## src/rtl/reward_scheduler.sv

```systemverilog
// reward_scheduler
//   Sequences the reward packer. Packet-build triggers from the packet
//   filter, node-info role changes and local timers each set a sticky
//   pending bit. One job at a time is granted by fixed priority (lowest
//   bit index first). The packer gets a one-cycle enable, and the scheduler
//   waits for reward_done or a watchdog before the next grant. The block
//   also owns the HB lock and the MR/CHT cluster-formation timers.
//
// Ports
//   clk, nrst        clock, asynchronous active-low reset
//   pkt_valid        one-cycle strobe: filtered packet fields valid
//   fPacketType      HB 000, INV 010, Data 101, SOS 110 (others ignored)
//   fHopsFromCH      hopsFromCH field of the received packet
//   iAmDestination   received packet addressed to this node
//   role             1 = cluster head
//   data_req         one-cycle strobe: own data to send
//   reward_done      packer finished the current job
//   rwd_en           one-cycle enable to the packer
//   fb_type          granted job code, held until the next grant
//   inv_hops_out     fHopsFromCH+1 latched when an INV is accepted
//   pending          [0]HB [1]INV [2]MR [3]FWD [4]CHINV [5]CHT [6]SRC
//   busy             high while a job is issued or awaited
//   wd_err           one-cycle pulse when the watchdog expires
module reward_scheduler #(
    parameter int WORD_WIDTH   = 16,
    parameter int MR_TIMEOUT   = 15,
    parameter int CHT_TIMEOUT  = 15,
    parameter int MAX_INV_HOPS = 4,
    parameter int WD_CYCLES    = 8
) (
    input  logic                  clk,
    input  logic                  nrst,
    input  logic                  pkt_valid,
    input  logic [2:0]            fPacketType,
    input  logic [WORD_WIDTH-1:0] fHopsFromCH,
    input  logic                  iAmDestination,
    input  logic                  role,
    input  logic                  data_req,
    input  logic                  reward_done,
    output logic                  rwd_en,
    output logic [3:0]            fb_type,
    output logic [WORD_WIDTH-1:0] inv_hops_out,
    output logic [6:0]            pending,
    output logic                  busy,
    output logic                  wd_err
);
    typedef enum logic [1:0] {S_IDLE, S_ISSUE, S_WAIT} state_e;

    localparam logic [2:0] PT_HB   = 3'b000;
    localparam logic [2:0] PT_INV  = 3'b010;
    localparam logic [2:0] PT_DATA = 3'b101;
    localparam logic [2:0] PT_SOS  = 3'b110;

    localparam int J_HB = 0, J_INV = 1, J_MR = 2, J_FWD = 3, J_CHINV = 4, J_CHT = 5, J_SRC = 6;

    localparam int WD_W = (WD_CYCLES > 1) ? $clog2(WD_CYCLES) : 1;
    localparam logic [WD_W-1:0]       WD_LAST  = WD_W'(WD_CYCLES - 1);
    localparam logic [WD_W-1:0]       WD_ONE   = WD_W'(1);
    localparam logic [WORD_WIDTH-1:0] W_ONE    = WORD_WIDTH'(1);
    localparam logic [WORD_WIDTH-1:0] MR_LOAD  = WORD_WIDTH'(MR_TIMEOUT);
    localparam logic [WORD_WIDTH-1:0] CHT_LOAD = WORD_WIDTH'(CHT_TIMEOUT);
    localparam logic [WORD_WIDTH-1:0] HOPS_MAX = WORD_WIDTH'(MAX_INV_HOPS);

    state_e                state_q, state_d;
    logic                  rwd_en_q, rwd_en_d;
    logic                  busy_q, busy_d;
    logic [3:0]            fb_type_q, fb_type_d;
    logic [WORD_WIDTH-1:0] inv_hops_q, inv_hops_d;
    logic [6:0]            pend_q, pend_d;
    logic                  hb_lock_q, hb_lock_d;
    logic                  role_q, role_d;
    logic [WORD_WIDTH-1:0] mr_q, mr_d;
    logic [WORD_WIDTH-1:0] cht_q, cht_d;
    logic [WD_W-1:0]       wd_cnt_q, wd_cnt_d;

    logic [6:0] set_vec, clr_vec;
    logic [2:0] grant_idx;
    logic       inv_ok, cht_load, wd_expire;

    always_comb begin
        // NOTE: every variable written here gets a default first, so no path can infer a latch.
        state_d    = state_q;
        rwd_en_d   = 1'b0;
        busy_d     = busy_q;
        fb_type_d  = fb_type_q;
        inv_hops_d = inv_hops_q;
        hb_lock_d  = hb_lock_q;
        role_d     = role;
        mr_d       = mr_q;
        cht_d      = cht_q;
        wd_cnt_d   = wd_cnt_q;
        set_vec    = '0;
        clr_vec    = '0;
        grant_idx  = '0;
        inv_ok     = 1'b0;
        cht_load   = 1'b0;
        wd_expire  = 1'b0;

        // Scan downwards so the last hit, i.e. the lowest set index, wins.
        for (int i = 6; i >= 0; i--) begin
            if (pend_q[i]) grant_idx = 3'(i);
        end

        unique case (state_q)
            S_IDLE: begin
                if (pend_q != '0) begin
                    state_d            = S_ISSUE;
                    fb_type_d          = {1'b0, grant_idx};
                    clr_vec[grant_idx] = 1'b1;
                    rwd_en_d           = 1'b1;
                    busy_d             = 1'b1;
                end
            end
            S_ISSUE: begin
                state_d  = S_WAIT;
                wd_cnt_d = '0;
            end
            S_WAIT: begin
                if (reward_done) begin
                    state_d  = S_IDLE;
                    busy_d   = 1'b0;
                    cht_load = (fb_type_q == 4'(J_CHINV)) && role;
                end else if (wd_cnt_q == WD_LAST) begin
                    // Job is dropped: not re-queued and the CHT timer stays idle.
                    state_d   = S_IDLE;
                    busy_d    = 1'b0;
                    wd_expire = 1'b1;
                end else begin
                    wd_cnt_d = wd_cnt_q + WD_ONE;
                end
            end
            default: begin
                state_d = S_IDLE;
                busy_d  = 1'b0;
            end
        endcase

        // HB is locked out after one acceptance until a Data packet is seen.
        if (pkt_valid && (fPacketType == PT_HB) && !hb_lock_q) begin
            set_vec[J_HB] = 1'b1;
            hb_lock_d     = 1'b1;
        end
        if (pkt_valid && (fPacketType == PT_DATA)) hb_lock_d = 1'b0;

        inv_ok = pkt_valid && (fPacketType == PT_INV) && (fHopsFromCH < HOPS_MAX);
        if (inv_ok) begin
            set_vec[J_INV] = 1'b1;
            inv_hops_d     = fHopsFromCH + W_ONE;
        end

        set_vec[J_FWD]   = pkt_valid && iAmDestination &&
                           ((fPacketType == PT_DATA) || (fPacketType == PT_SOS));
        set_vec[J_CHINV] = role && !role_q;
        set_vec[J_SRC]   = data_req;

        // MR timer: member-only. A running timer ignores further INVs.
        if (role) begin
            mr_d          = '0;
            clr_vec[J_MR] = 1'b1;
        end else if (inv_ok && (mr_q == '0)) begin
            mr_d = MR_LOAD;
        end else if (mr_q != '0) begin
            mr_d          = mr_q - W_ONE;
            set_vec[J_MR] = (mr_q == W_ONE);
        end

        // CHT timer: cluster-head only; losing the role flushes CH work.
        if (!role) begin
            cht_d            = '0;
            clr_vec[J_CHINV] = 1'b1;
            clr_vec[J_CHT]   = 1'b1;
        end else if (cht_load) begin
            cht_d = CHT_LOAD;
        end else if (cht_q != '0) begin
            cht_d          = cht_q - W_ONE;
            set_vec[J_CHT] = (cht_q == W_ONE);
        end

        // A new trigger on the bit being granted or cleared survives.
        pend_d = (pend_q & ~clr_vec) | set_vec;
    end

    // NOTE: sequential state is updated with non-blocking assignments only.
    always_ff @(posedge clk or negedge nrst) begin
        if (!nrst) begin
            // NOTE: all state here is small control logic, so every flop is reset.
            state_q    <= S_IDLE;
            rwd_en_q   <= 1'b0;
            busy_q     <= 1'b0;
            fb_type_q  <= 4'b0111;
            inv_hops_q <= '0;
            pend_q     <= '0;
            hb_lock_q  <= 1'b0;
            role_q     <= 1'b0;
            mr_q       <= '0;
            cht_q      <= '0;
            wd_cnt_q   <= '0;
        end else begin
            state_q    <= state_d;
            rwd_en_q   <= rwd_en_d;
            busy_q     <= busy_d;
            fb_type_q  <= fb_type_d;
            inv_hops_q <= inv_hops_d;
            pend_q     <= pend_d;
            hb_lock_q  <= hb_lock_d;
            role_q     <= role_d;
            mr_q       <= mr_d;
            cht_q      <= cht_d;
            wd_cnt_q   <= wd_cnt_d;
        end
    end

    assign rwd_en       = rwd_en_q;
    assign busy         = busy_q;
    assign fb_type      = fb_type_q;
    assign inv_hops_out = inv_hops_q;
    assign pending      = pend_q;
    // Flags the expiring WAIT cycle itself, i.e. WD_CYCLES cycles after rwd_en.
    assign wd_err       = wd_expire;

endmodule
```

## config.mk

```make
export PLATFORM = sky130hd
export DESIGN_NAME = reward_scheduler
export DESIGN_NICKNAME = d
export VERILOG_FILES = /design/src/rtl/reward_scheduler.sv
export SDC_FILE = /design/constraint.sdc
export NUM_CORES = 1
export LEC_CHECK = 0
export ABC_CLOCK_PERIOD_IN_PS = 2200
export CELL_PAD_IN_SITES_DETAIL_PLACEMENT = 1
export CELL_PAD_IN_SITES_GLOBAL_PLACEMENT = 1
export CORE_MARGIN = 2
export CORE_UTILIZATION = 35
export DETAILED_ROUTE_END_ITERATION = 6
export GPL_TIMING_DRIVEN = 0
export PLACE_DENSITY_LB_ADDON = 0.1
export SYNTH_ARGS = -nofsm -noshare
export SYNTH_HDL_FRONTEND = slang
export SYNTH_SLANG_ARGS = --single-unit
```

## constraint.sdc

```tcl
create_clock -name clk -period 2.2 [get_ports clk]
set_input_delay 0.44 -clock clk [delete_from_list [all_inputs] [get_ports clk]]
set_output_delay 0.44 -clock clk [all_outputs]
set_load 0.02 [all_outputs]
```

Word-level counts from Yosys, hierarchy flattened
Index checks and enable logic that the tools add are counted.
- latch bits: 0
- input bits: 26
- logic and storage cells: 110
- ROM bits: 0
- output and inout port bits: 30
- memories kept: 0
- memory bits (writable): 0
- register bits after elaboration: 67
- order comparisons: 3
- shift-type cells: 0
- reduce and logical (&&, ||, !) cells: 27
- bitwise logic cells: 4
- $add $sub $neg: 4
- eq/ne operators: 14
- multiply operators: 0
- divide/modulo/power cells: 0
- mux-type cells: 47
- operator list (cell ; number):
    two-way mux 16 bit ; 6
    equality test 16 x 1 -> 1 bit, second input constant ; 2
    nonzero test 16 bit ; 2
    subtractor 16 x 1 -> 16 bit, second input constant ; 2
    two-way mux 3 bit ; 9
    two-way mux 1 bit ; 22
    adder 16 x 1 -> 16 bit, second input constant ; 1
    logical NOT 16 bit ; 1
    less-than comparator 16 x 3 -> 1 bit, second input constant ; 1
    two-way mux 7 bit ; 2
    equality test 3 bit, second input constant ; 4
    logical AND 1 bit ; 11
    two-way mux 2 bit ; 4
    AND 7 bit ; 1
    inverter 7 bit ; 1
    bitwise OR 7 bit ; 1
    nonzero test 7 bit ; 1
    != test 2 bit, second input constant ; 3
    one-hot mux 2 bit (3 select lines) ; 1
    one-hot mux 3 bit (2 select lines) ; 1
    AND reduction 3 bit ; 2
    less-than comparator 3 x 4 -> 1 bit, second input constant ; 1
    AND reduction 2 bit ; 2
    nonzero test 2 bit ; 2
    15 further kinds ; 16

Longest topological paths before layout
- depth in word-level cells: 17
- mapped depth: 7

Least setup slack after synthesis
Ideal clock, no wire load.
- kind: register -> register
- from: register cht_q[0]
- to: register cht_q[10]
- setup slack: 0.340 ns
- library setup time: 0.080 ns
- cell stages (with the launch flop): 7
- period minus slack after synthesis: 1.860 ns
- arrival time: 1.780 ns
- required time: 2.120 ns
- path buffers: 1
- path through: dfrtp_1 -> inv_1 -> ha_1 -> or3b_2 -> clkbuf_1 -> or3_1 -> a21oi_1
- cells in the longest elaborated chain, start to end: 4
- ends and longest elaborated chain (what ; line ; text):
    start, declared ; 73 ; logic [WORD_WIDTH-1:0] cht_q, cht_d;
    start signal, assigned ; 208 ; cht_q <= cht_d;
    subtractor 16 x 1 -> 16 bit ; 175 ; cht_d = cht_q - W_ONE;
    two-way mux 16 bit ; 174 ; end else if (cht_q != '0) begin
    two-way mux 16 bit ; 172 ; end else if (cht_load) begin
    two-way mux 16 bit ; 168 ; if (!role) begin
Parallel ways exist; a longest one is shown, timed or not. The select of a mux whose other input is x is not followed.
A chain may end at the register's enable or synchronous reset.

Worst setup path in the final report
- from: register wd_cnt_q[0]
- to: output port wd_err
- cells in the longest elaborated chain, start to end: 4
- ends and longest elaborated chain (what ; line ; text):
    start, declared ; 74 ; logic [WD_W-1:0] wd_cnt_q, wd_cnt_d;
    start signal, assigned ; 209 ; wd_cnt_q <= wd_cnt_d;
    equality test 3 bit ; 123 ; end else if (wd_cnt_q == WD_LAST) begin
    two-way mux 1 bit ; 123 ;
    two-way mux 1 bit ; 119 ; if (reward_done) begin
    two-way mux 1 bit ; 104 ; unique case (state_q)
    end, declared ; 45 ; output logic wd_err
No other way between the ends.

==> results.json <==
{
  "antenna_found_initial": 0,
  "synth_top_area_cell": "dfrtp_1",
  "dieArea_um2": 10700,
  "layout-drive-gt1-share_pct": 11.2,
  "clk_path_buf_depth": 2,
  "dp.final_hpwl_um": 6310,
  "synth_top_area_share_pct": 46.3,
  "die_h_um": 103,
  "grt_pass1_vias": 3071,
  "tightest_slew_ns": 0.875,
  "clkTransAtPathRegs_ns": 0.08,
  "setup_viol": 0,
  "row_count": 36,
  "layout_setup_ws_ns": 0.0940,
  "fmax_ghz": 0.475,
  "dp_slack_ns": -0.737,
  "cp_max_fo": 4,
  "ant_nets": 0,
  "most-common-layout-cells": "dfrtp_1 (63), clkdlybuf4s50_1 (52), o21ai_0 (28)",
  "synthDistinctLibCells": 55,
  "ys_ff_latch": 67,
  "final_common_cell": "dfrtp_1",
  "die_w_um": 103,
  "syn_area_per_cell_um2": 9.87,
  "crit_chain": "ha_1, ha_1, nand2_1, nor3_1, dlygate4sd2_1",
  "synth-edff-count": 0,
  "io_pins": 56,
  "drt-total-wl_um": 8980,
  "finalClockSkew_ns": 0.00966,
  "cts_root_buf": "clkbuf_8",
  "p_leak_nw": 1.89,
  "diodes": 0,
  "track_usage_pct": 18.1,
  "status": "finished clean",
  "worstSetupPathType": "flip-flop to output port",
  "synth.area.top_cells": "dfrtp_1 (46%), o21ai_0 (4.1%), a21oi_1 (3.6%)",
  "drc": 0,
  "placed_cells": 537,
  "grt_max_degree": 68,
  "vdd_drop_max_mv": 0.842,
  "cts.sinks": 67,
  "yosysSeqAreaShare_pct": 48.6,
  "cp.arrival_ns": 1.67,
  "start_util_pct": 35.7,
  "end_kind": "output port",
  "grt_pass1_wl_um": 15200,
  "ys_warn_count": 0,
  "synth_nets": 385,
  "finalCritPeriodShare_pct": 95.7,
  "synth-main-ff-cell": "dfrtp_1",
  "crit_family": "flip-flops",
  "synthArstFlopShare_pct": 100,
  "h-tree-depth": 3,
  "rsz0062_at_grt": "true",
  "synth_area_um2": 3460,
  "grt_overflow": 0,
  "power_w": 0.00593,
  "syn_to_final_growth_pct": 28.8,
  "crit_slowest_cell": "dfrtp_1",
  "reg2reg_slack_ns": 0.11,
  "insertion_delay_ns": 0.34,
  "maxSlewViolCount": 0,
  "grt.met3_usage_pct": 2.49,
  "top_usage_layer": "met2",
  "groute.layer.met2.usage_pct": 29.7,
  "cts_hold_buffers": 0,
  "finalWeightedCongestion": 0.771,
  "viasPerCell": 5.38,
  "cts_buffers": 9,
  "core_area_um2": 9680,
  "max_cap_viol_count": 0,
  "crit_required_ns": 1.76,
  "drtIter0Drc": 57,
  "start_kind": "flip-flop",
  "routedWlPerCell_um": 16.3,
  "path_buf_inv": 1,
  "cellPowerDensity_nw_per_um2": 1330,
  "firstDrtPassIters": 4,
  "max_stage_delay_ns": 0.41,
  "fin_nets": 448,
  "placement.cell_area_um2": 4160,
  "fin_crit_ns": 2.11,
  "finalHoldViolCount": 0,
  "slew_headroom_pct": 41.7,
  "vias": 2966,
  "postLayoutCellArea_um2": 4450,
  "io_buffers": 54,
  "instances_no_fill": 551,
  "cts_tree": "done",
  "synthCells": 350,
  "hold_class": "primary input to asynchronous set/reset pin",
  "use_met1_pct": 24.4,
  "cp_common_cell": "ha_1"
}
==> report_power, final <==
part	switching (W)	total (W)	internal, W
clock network	0.000503	0.00117	0.000669
logic	0.00163	0.00277	0.00114
registers	0.000401	0.00198	0.00158
==> synthesized netlist by cell type, types with 2 or more instances <==
library cell / n
dfrtp_1: 64
o21ai_0: 28
a21oi_1: 25
nand2_1: 23
nor2_1: 23
nor2b_1: 15
nor3_1: 15
o31ai_1: 12
inv_1: 10
clkbuf_1: 9
ha_1: 9
or4_1: 9
nand2b_1: 8
nor4_1: 8
or3_1: 7
and2b_1: 6
nand3_1: 6
a31oi_1: 5
o41ai_1: 5
mux2_2: 4
or2_2: 4
dfstp_2: 3
mux2i_1: 3
nor4b_1: 3
o211a_1: 3
o211ai_1: 3
xnor2_1: 3
xor2_1: 3
a211oi_1: 2
and3_1: 2
nand4_1: 2
nand4b_1: 2
o311a_1: 2
or3b_2: 2
or4b_1: 2
==> flip-flops by register name (all words and copies together) (netlist names), 2 cells and up <==
name	flops
wd_cnt_q	3
fb_type	3
pending	7
inv_hops_out	16
state_q	2
cht_q	16
mr_q	16
==> path summary, 6_finish.rpt <==
check                      depth (start not counted)               to             from
max                                                5           wd_err      wd_cnt_q[0]
min in group clk                                   1  inv_hops_out[8]  inv_hops_out[8]
max in group asynchronous                          1         cht_q[0]             nrst
min reg2reg                                        1  inv_hops_out[8]  inv_hops_out[8]
min                                                1      wd_cnt_q[2]             nrst
max reg2reg                                        6         mr_q[12]          mr_q[0]
==> final cells by class <==
cell class              instances  area [um2]
inverters                      11        41.3
clock inverters                 6        88.8
flip-flops and latches         67        1680
repair buffers                 55         557
fillers                      1092        5230
clock buffers                  10         138
plain buffers                   8        36.3
multi-input cells             261        1740
well taps                     133         166
==> kinds of logic after synthesis <==
kind of cell | count (synthesis) | share of synthesized area, %
fa+ha+maj | 9 | 3.26
flops | 67 | 48.6
other cells | 1 | 0.109
buf+inv | 22 | 2.53
xor+xnor | 6 | 1.52
compound gates | 93 | 17.2
mux | 7 | 2.17
simple gates | 145 | 24.6
==> metrics by stage <==
| stage | TNS [ns] | hold WS, ns | util [%] |
|---|---|---|---|
| after detailed placement | -13.10 | 0.482 | 43.0 |
| after global routing | -0.0308 | 0.289 | 46.0 |
| after floorplan | 0 | 0.144 | - |
| final | 0 | 0.206 | 46.0 |
| after CTS | 0 | 0.252 | 45.4 |
| after global placement | -126.42 | 0.466 | 43.0 |
==> routing by layer <==
layer,share of wire [%],vias up
met3,1.8,12
li1,-,1425
met5,0,-
met4,1.6,0
met1,48,1490
met2,49,39
==> timing repair <==
action / 4_1_cts / 5_1_grt
gates resized for setup: 4 / 9
endpoints found under the setup margin: 22 / 29
pin swaps: 0 / 2
buffers inserted: 0 / 1
hold endpoints to repair: 0 / 0
No activity file was read; power rests on OpenSTA's default activity.
==> RTL change 1 (same settings) <==
Change the parameter `WORD_WIDTH` from 16 to 12.
--- a/src/rtl/reward_scheduler.sv
+++ b/src/rtl/reward_scheduler.sv
@@ -24,3 +24,3 @@
 module reward_scheduler #(
-    parameter int WORD_WIDTH   = 16,
+    parameter int WORD_WIDTH   = 12,
     parameter int MR_TIMEOUT   = 15,
Interface: changed (resized fHopsFromCH and inv_hops_out); port bits go from 56 to 48. No check against the original RTL was run, so the function may have changed too.
==> RTL change 1 against the unedited design <==
Sequential cell count is 12 lower. Setup slack better by 7.9 ps. Synthesized cell count is 24% lower. Power is 34% lower. Routed wire length is 30% lower. Highest routed layer unchanged. Area after synthesis is 23% lower. Cell area is 24% lower. Sequential share of layout area is 3.1 points higher. Via count is 28% lower. Largest power group unchanged. Global-route usage is 2.2 points lower. Count of clock-buffer cells in the layout is 5 lower. Critical endpoint is now mr_q[11]$_DFFE_PN0P_. Die area is 22% lower. Largest cell class is now flip-flops and latches.
==> RTL change 1: results (changes against the unedited design) <==
stage	metric	value	unit	change
outcome	run_status	completed		
cells_and_area	layout-drive-gt1-share	0.0932		-0.0193
setup_path	worst_r2r_endpoint	mr_q[11]$_DFFE_PN0P_		
clocking	clk_pin_slew_worst_paths	110	ps	+30 ps
grt	groute.usage.overall	0.158		-0.0224
place	finalWeightedCongestion	0.769		-0.25%
yosys	synth_top_area_frac	0.490		+0.0269
drt	count_of_routing_violations_after_the_opening_detailed_route_iteration	59		+3.5%
yosys	synthMuxAreaShare	0.0156		-0.00616
yosys	post_synth_most_frequent_cells	52 x sky130_fd_sc_hd__dfrtp_1, 26 x sky130_fd_sc_hd__nand2_1, 20 x sky130_fd_sc_hd__nor2_1, 14 x sky130_fd_sc_hd__nor3_1, 13 x sky130_fd_sc_hd__o21ai_0		
sta	fin_hold_ws	141	ps	-64.9 ps
setup_path	crit_path_max_incr_delay	570	ps	+160 ps
sta	worst_slew_pin_tran	644	ps	-230 ps
drt	vias_per_cell	5.07		-5.8%
grt	wire_length_of_the_first_global_routing_pass	10.8	mm	-29%
grt	first_global_vias	2218		-28%
grt	grt_max_degree	29		-57%
place	place.detailed.hpwl	4.75	mm	-25%
pwr	vdd_drop_max	567	uV	-33%
place	post_place_worst_slack	-223	ps	+514 ps
drt	met3_wirelength	187	um	+15%
setup_path	timing.critical_path.arrival	2300	ps	+630 ps
yosys	post_synthesis_share_of_cell_area_spent_on_full_adders_half_adders_and_majority_gates	0.0330		+0.000418
yosys	mappedNetlistNets	295		-23%
clocking	cts_htree_levels	2		-1
drt	wl_met2	3.01	mm	-32%
clocking	tritoncts.num_buffers	5		-4
yosys	post_synthesis_cells	266		-24%
yosys	share_of_the_synthesized_area_in_compound_gates_ao_oa_aoi_oai	0.128		-0.0438
yosys	ys_types	54		-1.8%
drt	met1Wirelength	3.06	mm	-28%
yosys	synthXorXnorAreaFrac	0.0297		+0.0145
setup_path	crit_slowest_cell	sky130_fd_sc_hd__or4_4		
setup_path	path_delay_family	simple AND/OR/NAND/NOR gates		
setup_path	path_depth_of_the_worst_reg2reg_path	5		-1
drt	wl_per_cell	15.0	um	-8.1%
place	place.detailed.instances	412		-23%
place	post_place_cell_area	0.00325	mm2	-22%
yosys	synth_seq_area_share	0.520		+0.0338
clocking	worst_skew_pair.late_latency	300	ps	-40 ps
yosys	top_cells_by_area_synth	sky130_fd_sc_hd__dfrtp_1 49%, sky130_fd_sc_hd__nand2_1 3.7%, sky130_fd_sc_hd__ha_1 3.3%		
setup_path	regToRegStartpoint	mr_q[2]$_DFFE_PN0P_		
cells_and_area	nNetsFinal	350		-22%
sta	clock_skew	15.8	ps	+6.15 ps
drt	drt_wl_total	6.30	mm	-30%
clocking	ctsResizeCount	2		-2
RTL change 1: cell types whose count changed after synthesis, moves of 7 or more:
cell,change
sky130_fd_sc_hd__o31ai_1,-8
sky130_fd_sc_hd__nor2b_1,-7
sky130_fd_sc_hd__dfrtp_1,-12
sky130_fd_sc_hd__and2_1,+10
sky130_fd_sc_hd__o21ai_0,-15
sky130_fd_sc_hd__a21oi_1,-17
RTL change 1: power by group through the flow:
stage	sequential [mW]	combinational [mW]	clock [mW]
after global placement	1.59	1.66	0
after detailed placement	1.59	1.70	0
after floorplan	1.61	1.13	0
final	1.59	1.77	0.547
after global routing	1.65	1.99	0.611
after CTS	1.58	1.72	0.570
RTL change 1: worst max-delay path by stage:
stage	to	startpoint	cells past startpoint	slack, ps
after global placement	wd_cnt_q[1]$_DFFE_PN0P_	nrst	1	-1120
after global routing	mr_q[11]$_DFFE_PN0P_	mr_q[2]$_DFFE_PN0P_	5	20
after floorplan	cht_q[6]$_DFFE_PN0P_	fb_type[2]$_DFFE_PN1P_	7	180
after CTS	cht_q[9]$_DFFE_PN0P_	cht_q[8]$_DFFE_PN0P_	5	20
final	mr_q[11]$_DFFE_PN0P_	mr_q[2]$_DFFE_PN0P_	5	100
after detailed placement	cht_q[6]$_DFFE_PN0P_	reward_done	7	-220
RTL change 1: layer usage:
| layer | vias to the layer above | global-route usage |
|---|---|---|
| li1 | 1052 | - |
| met2 | 29 | 0.260 |
| met1 | 1050 | 0.218 |
| met5 | - | 0 |
| met4 | 0 | 0.0316 |
| met3 | 4 | 0.0315 |
RTL change 1: cell type report:
cell class,instances,area (um2)
clock inverters,3,15.0
inverters,11,41.3
multi-input cells,192,1220
clock buffers,5,68.8
well taps,99,124
fillers,859,3910
repair buffers,49,489
flip-flops and latches,55,1380
plain buffers,7,37.5
==> RTL change 2 (same flow settings) <==
Made on the original files. Re-encode `state_e` (3 states) as one-hot, 3 bits wide.
--- a/src/rtl/reward_scheduler.sv
+++ b/src/rtl/reward_scheduler.sv
@@ -46,3 +46,3 @@
 );
-    typedef enum logic [1:0] {S_IDLE, S_ISSUE, S_WAIT} state_e;
+    typedef enum logic [2:0] {S_IDLE = 3'b001, S_ISSUE = 3'b010, S_WAIT = 3'b100} state_e;
 
Function: same outputs for any inputs over 4 cycles, from zero or initial values and one cycle with nrst low; so few cycles prove little.
==> RTL change 2 against the unedited design <==
Area after synthesis shrank 1.0%. Setup slack improved by 5.0 ps. Critical path depth up 1. Power increased by 3.6%. Routed wire length is 0.38% higher. Sequential cell count up 1. Via count decreased by 2.1%. Non-clock buffer count increased by 1. Hold slack better by 210 ps. Combinational power rose by 1%. Cell area down 0.45%. Critical endpoint is now mr_q[1]$_DFFE_PN0P_. Highest routed layer unchanged.
==> RTL change 2: results (changes against the unedited design) <==
stage	metric	value	unit	change
place	port_buffers	54		unchanged
yosys	synthXorXnorAreaFrac	0.0205		+0.00528
setup_path	critPathLaunch	mr_q[1]$_DFFE_PN0P_		
setup_path	timing.critical_path.arrival	2400	ps	+730 ps
clocking	clock_tree.root_cell	sky130_fd_sc_hd__clkbuf_8		
place	finalWeightedCongestion	0.850		+10%
yosys	ys_types	59		+7.3%
cells_and_area	fill_count	1128		+3.3%
cells_and_area	layout-drive-gt1-share	0.121		+0.00855
yosys	mappedNetlistNets	368		-4.4%
clocking	tritoncts.num_buffers	9		unchanged
place	post_place_worst_slack	-468	ps	+269 ps
worst_hold_path	hp_class	reg -> reg		
outcome	run_status	completed		
grt	wire_length_of_the_first_global_routing_pass	15.2	mm	unchanged
grt	groute.usage.overall	0.186		+0.00506
pwr	fraction_of_power_spent_switching_nets	0.418		-0.0101
clocking	clk_pin_slew_worst_paths	80	ps	about the same
pwr	vdd_drop_max	438	uV	-48%
yosys	post_synthesis_share_of_cell_area_spent_on_full_adders_half_adders_and_majority_gates	0.0329		+0.000334
yosys	ys_warn_count	0		unchanged
cells_and_area	nNetsFinal	435		-2.9%
drt	count_of_routing_violations_after_the_opening_detailed_route_iteration	90		+58%
setup_path	worstPathMaxFanout	7		+3
drt	vias_per_cell	5.40		+0.31%
sta	worst_slew_pin_tran	742	ps	-133 ps
yosys	post_synth_most_frequent_cells	64 x sky130_fd_sc_hd__dfrtp_1, 25 x sky130_fd_sc_hd__a21oi_1, 22 x sky130_fd_sc_hd__nand2_1, 18 x sky130_fd_sc_hd__nor2_1		
clocking	worst_skew_pair.late_latency	360	ps	+20 ps
drt	drt_first_pass_iters	4		unchanged
worst_hold_path	hp-start	role_q$_DFF_PN0_		
yosys	synthMuxAreaShare	0.0249		+0.00315
cells_and_area	diodes	0		unchanged
pwr	power_leakage	1.91	nW	+0.76%
grt	first_global_vias	3032		-1.3%
drt	drt_wl_total	9.01	mm	+0.38%
place	post_place_cell_area	0.00415	mm2	-0.18%
grt	grt_antenna_before_repair	0		unchanged
clocking	clock_tree.buffer_depth	2		unchanged
yosys	top_cells_by_area_synth	sky130_fd_sc_hd__dfrtp_1 47%, sky130_fd_sc_hd__a21oi_1 3.7%, sky130_fd_sc_hd__ha_1 3.3%		
clocking	cts_htree_levels	3		unchanged
sta	hold_viol	0		unchanged
place	place.detailed.hpwl	6.47	mm	+2.6%
yosys	synth_seq_area_share	0.499		+0.0127
yosys	share_of_the_synthesized_area_in_compound_gates_ao_oa_aoi_oai	0.150		-0.0220
grt	grt_max_degree	48		-29%
sta	clock_skew	11.3	ps	+1.68 ps
[RTL change 2: final timing paths]
check,cells past startpoint,slack [ps],end
worst min register to register,1,420,pending[4]$_DFF_PN0_
max in group asynchronous,3,1090,fb_type[2]$_DFFE_PN1P_
worst max-delay path,6,100,mr_q[1]$_DFFE_PN0P_
worst max register to register,6,100,mr_q[1]$_DFFE_PN0P_
min in group asynchronous,2,520,wd_cnt_q[1]$_DFFE_PN0P_
worst min-delay path,1,420,pending[4]$_DFF_PN0_
[RTL change 2: worst max-delay path, stage by stage (launching register included)]
cell	delay, ps
sky130_fd_sc_hd__dfrtp_2	460
sky130_fd_sc_hd__inv_1	120
sky130_fd_sc_hd__ha_1	240
sky130_fd_sc_hd__nor4b_1	420
sky130_fd_sc_hd__nand4_1	380
sky130_fd_sc_hd__a21oi_1	270
sky130_fd_sc_hd__o31a_1	150
[RTL change 2: stage by stage]
stage	util	std cells
floorplan	-	333
global placement	0.428	520
detailed placement	0.431	521
CTS	0.457	537
global route	0.460	538
finish	0.460	538
[RTL change 2: power groups by stage]
stage,clock network (mW),registers (mW),logic (mW)
floorplan,0,2.02,1.94
global placement,0,2.05,2.66
detailed placement,0,2.07,2.74
CTS,1.31,2.05,2.75
global route,1.35,2.14,3.14
finish,1.27,2.06,2.81
[RTL change 2: area by class of cell]
class | count | share of cell area
Buffer | 6 | 0.00960
Clock inverter | 6 | 0.0257
Clock buffer | 10 | 0.0288
Sequential cell | 68 | 0.386
Tap cell | 133 | 0.0375
Inverter | 12 | 0.0102
Multi-Input combinational cell | 245 | 0.370
Timing Repair Buffer | 58 | 0.132
[RTL change 2: logic make-up after synthesis]
kind of cell,Yosys count
xor+xnor,8
flops,68
compound gates,76
buf+inv,20
fa+ha+maj,9
simple gates,143
other cells,1
mux,8
[RTL change 2: layer usage]
| layer | part of all wire | wire, um | GRT usage | vias to the layer above |
|---|---|---|---|---|
| met5 | 0 | 0 | 0 | - |
| met4 | 0.016 | 145 | 0.0719 | 0 |
| met2 | 0.49 | 4400 | 0.303 | 54 |
| li1 | - | - | - | 1371 |
| met3 | 0.041 | 373 | 0.0461 | 13 |
| met1 | 0.45 | 4090 | 0.239 | 1467 |
[RTL change 2: timing repair]
action / 4_1_cts / 5_1_grt
buffers inserted: 0 / 2
resized for setup: 2 / 8
endpoints found under the setup margin: 4 / 31
pin swaps: 0 / 2
endpoints found under the hold margin: 21 / 0
hold buffers: 1 / 0
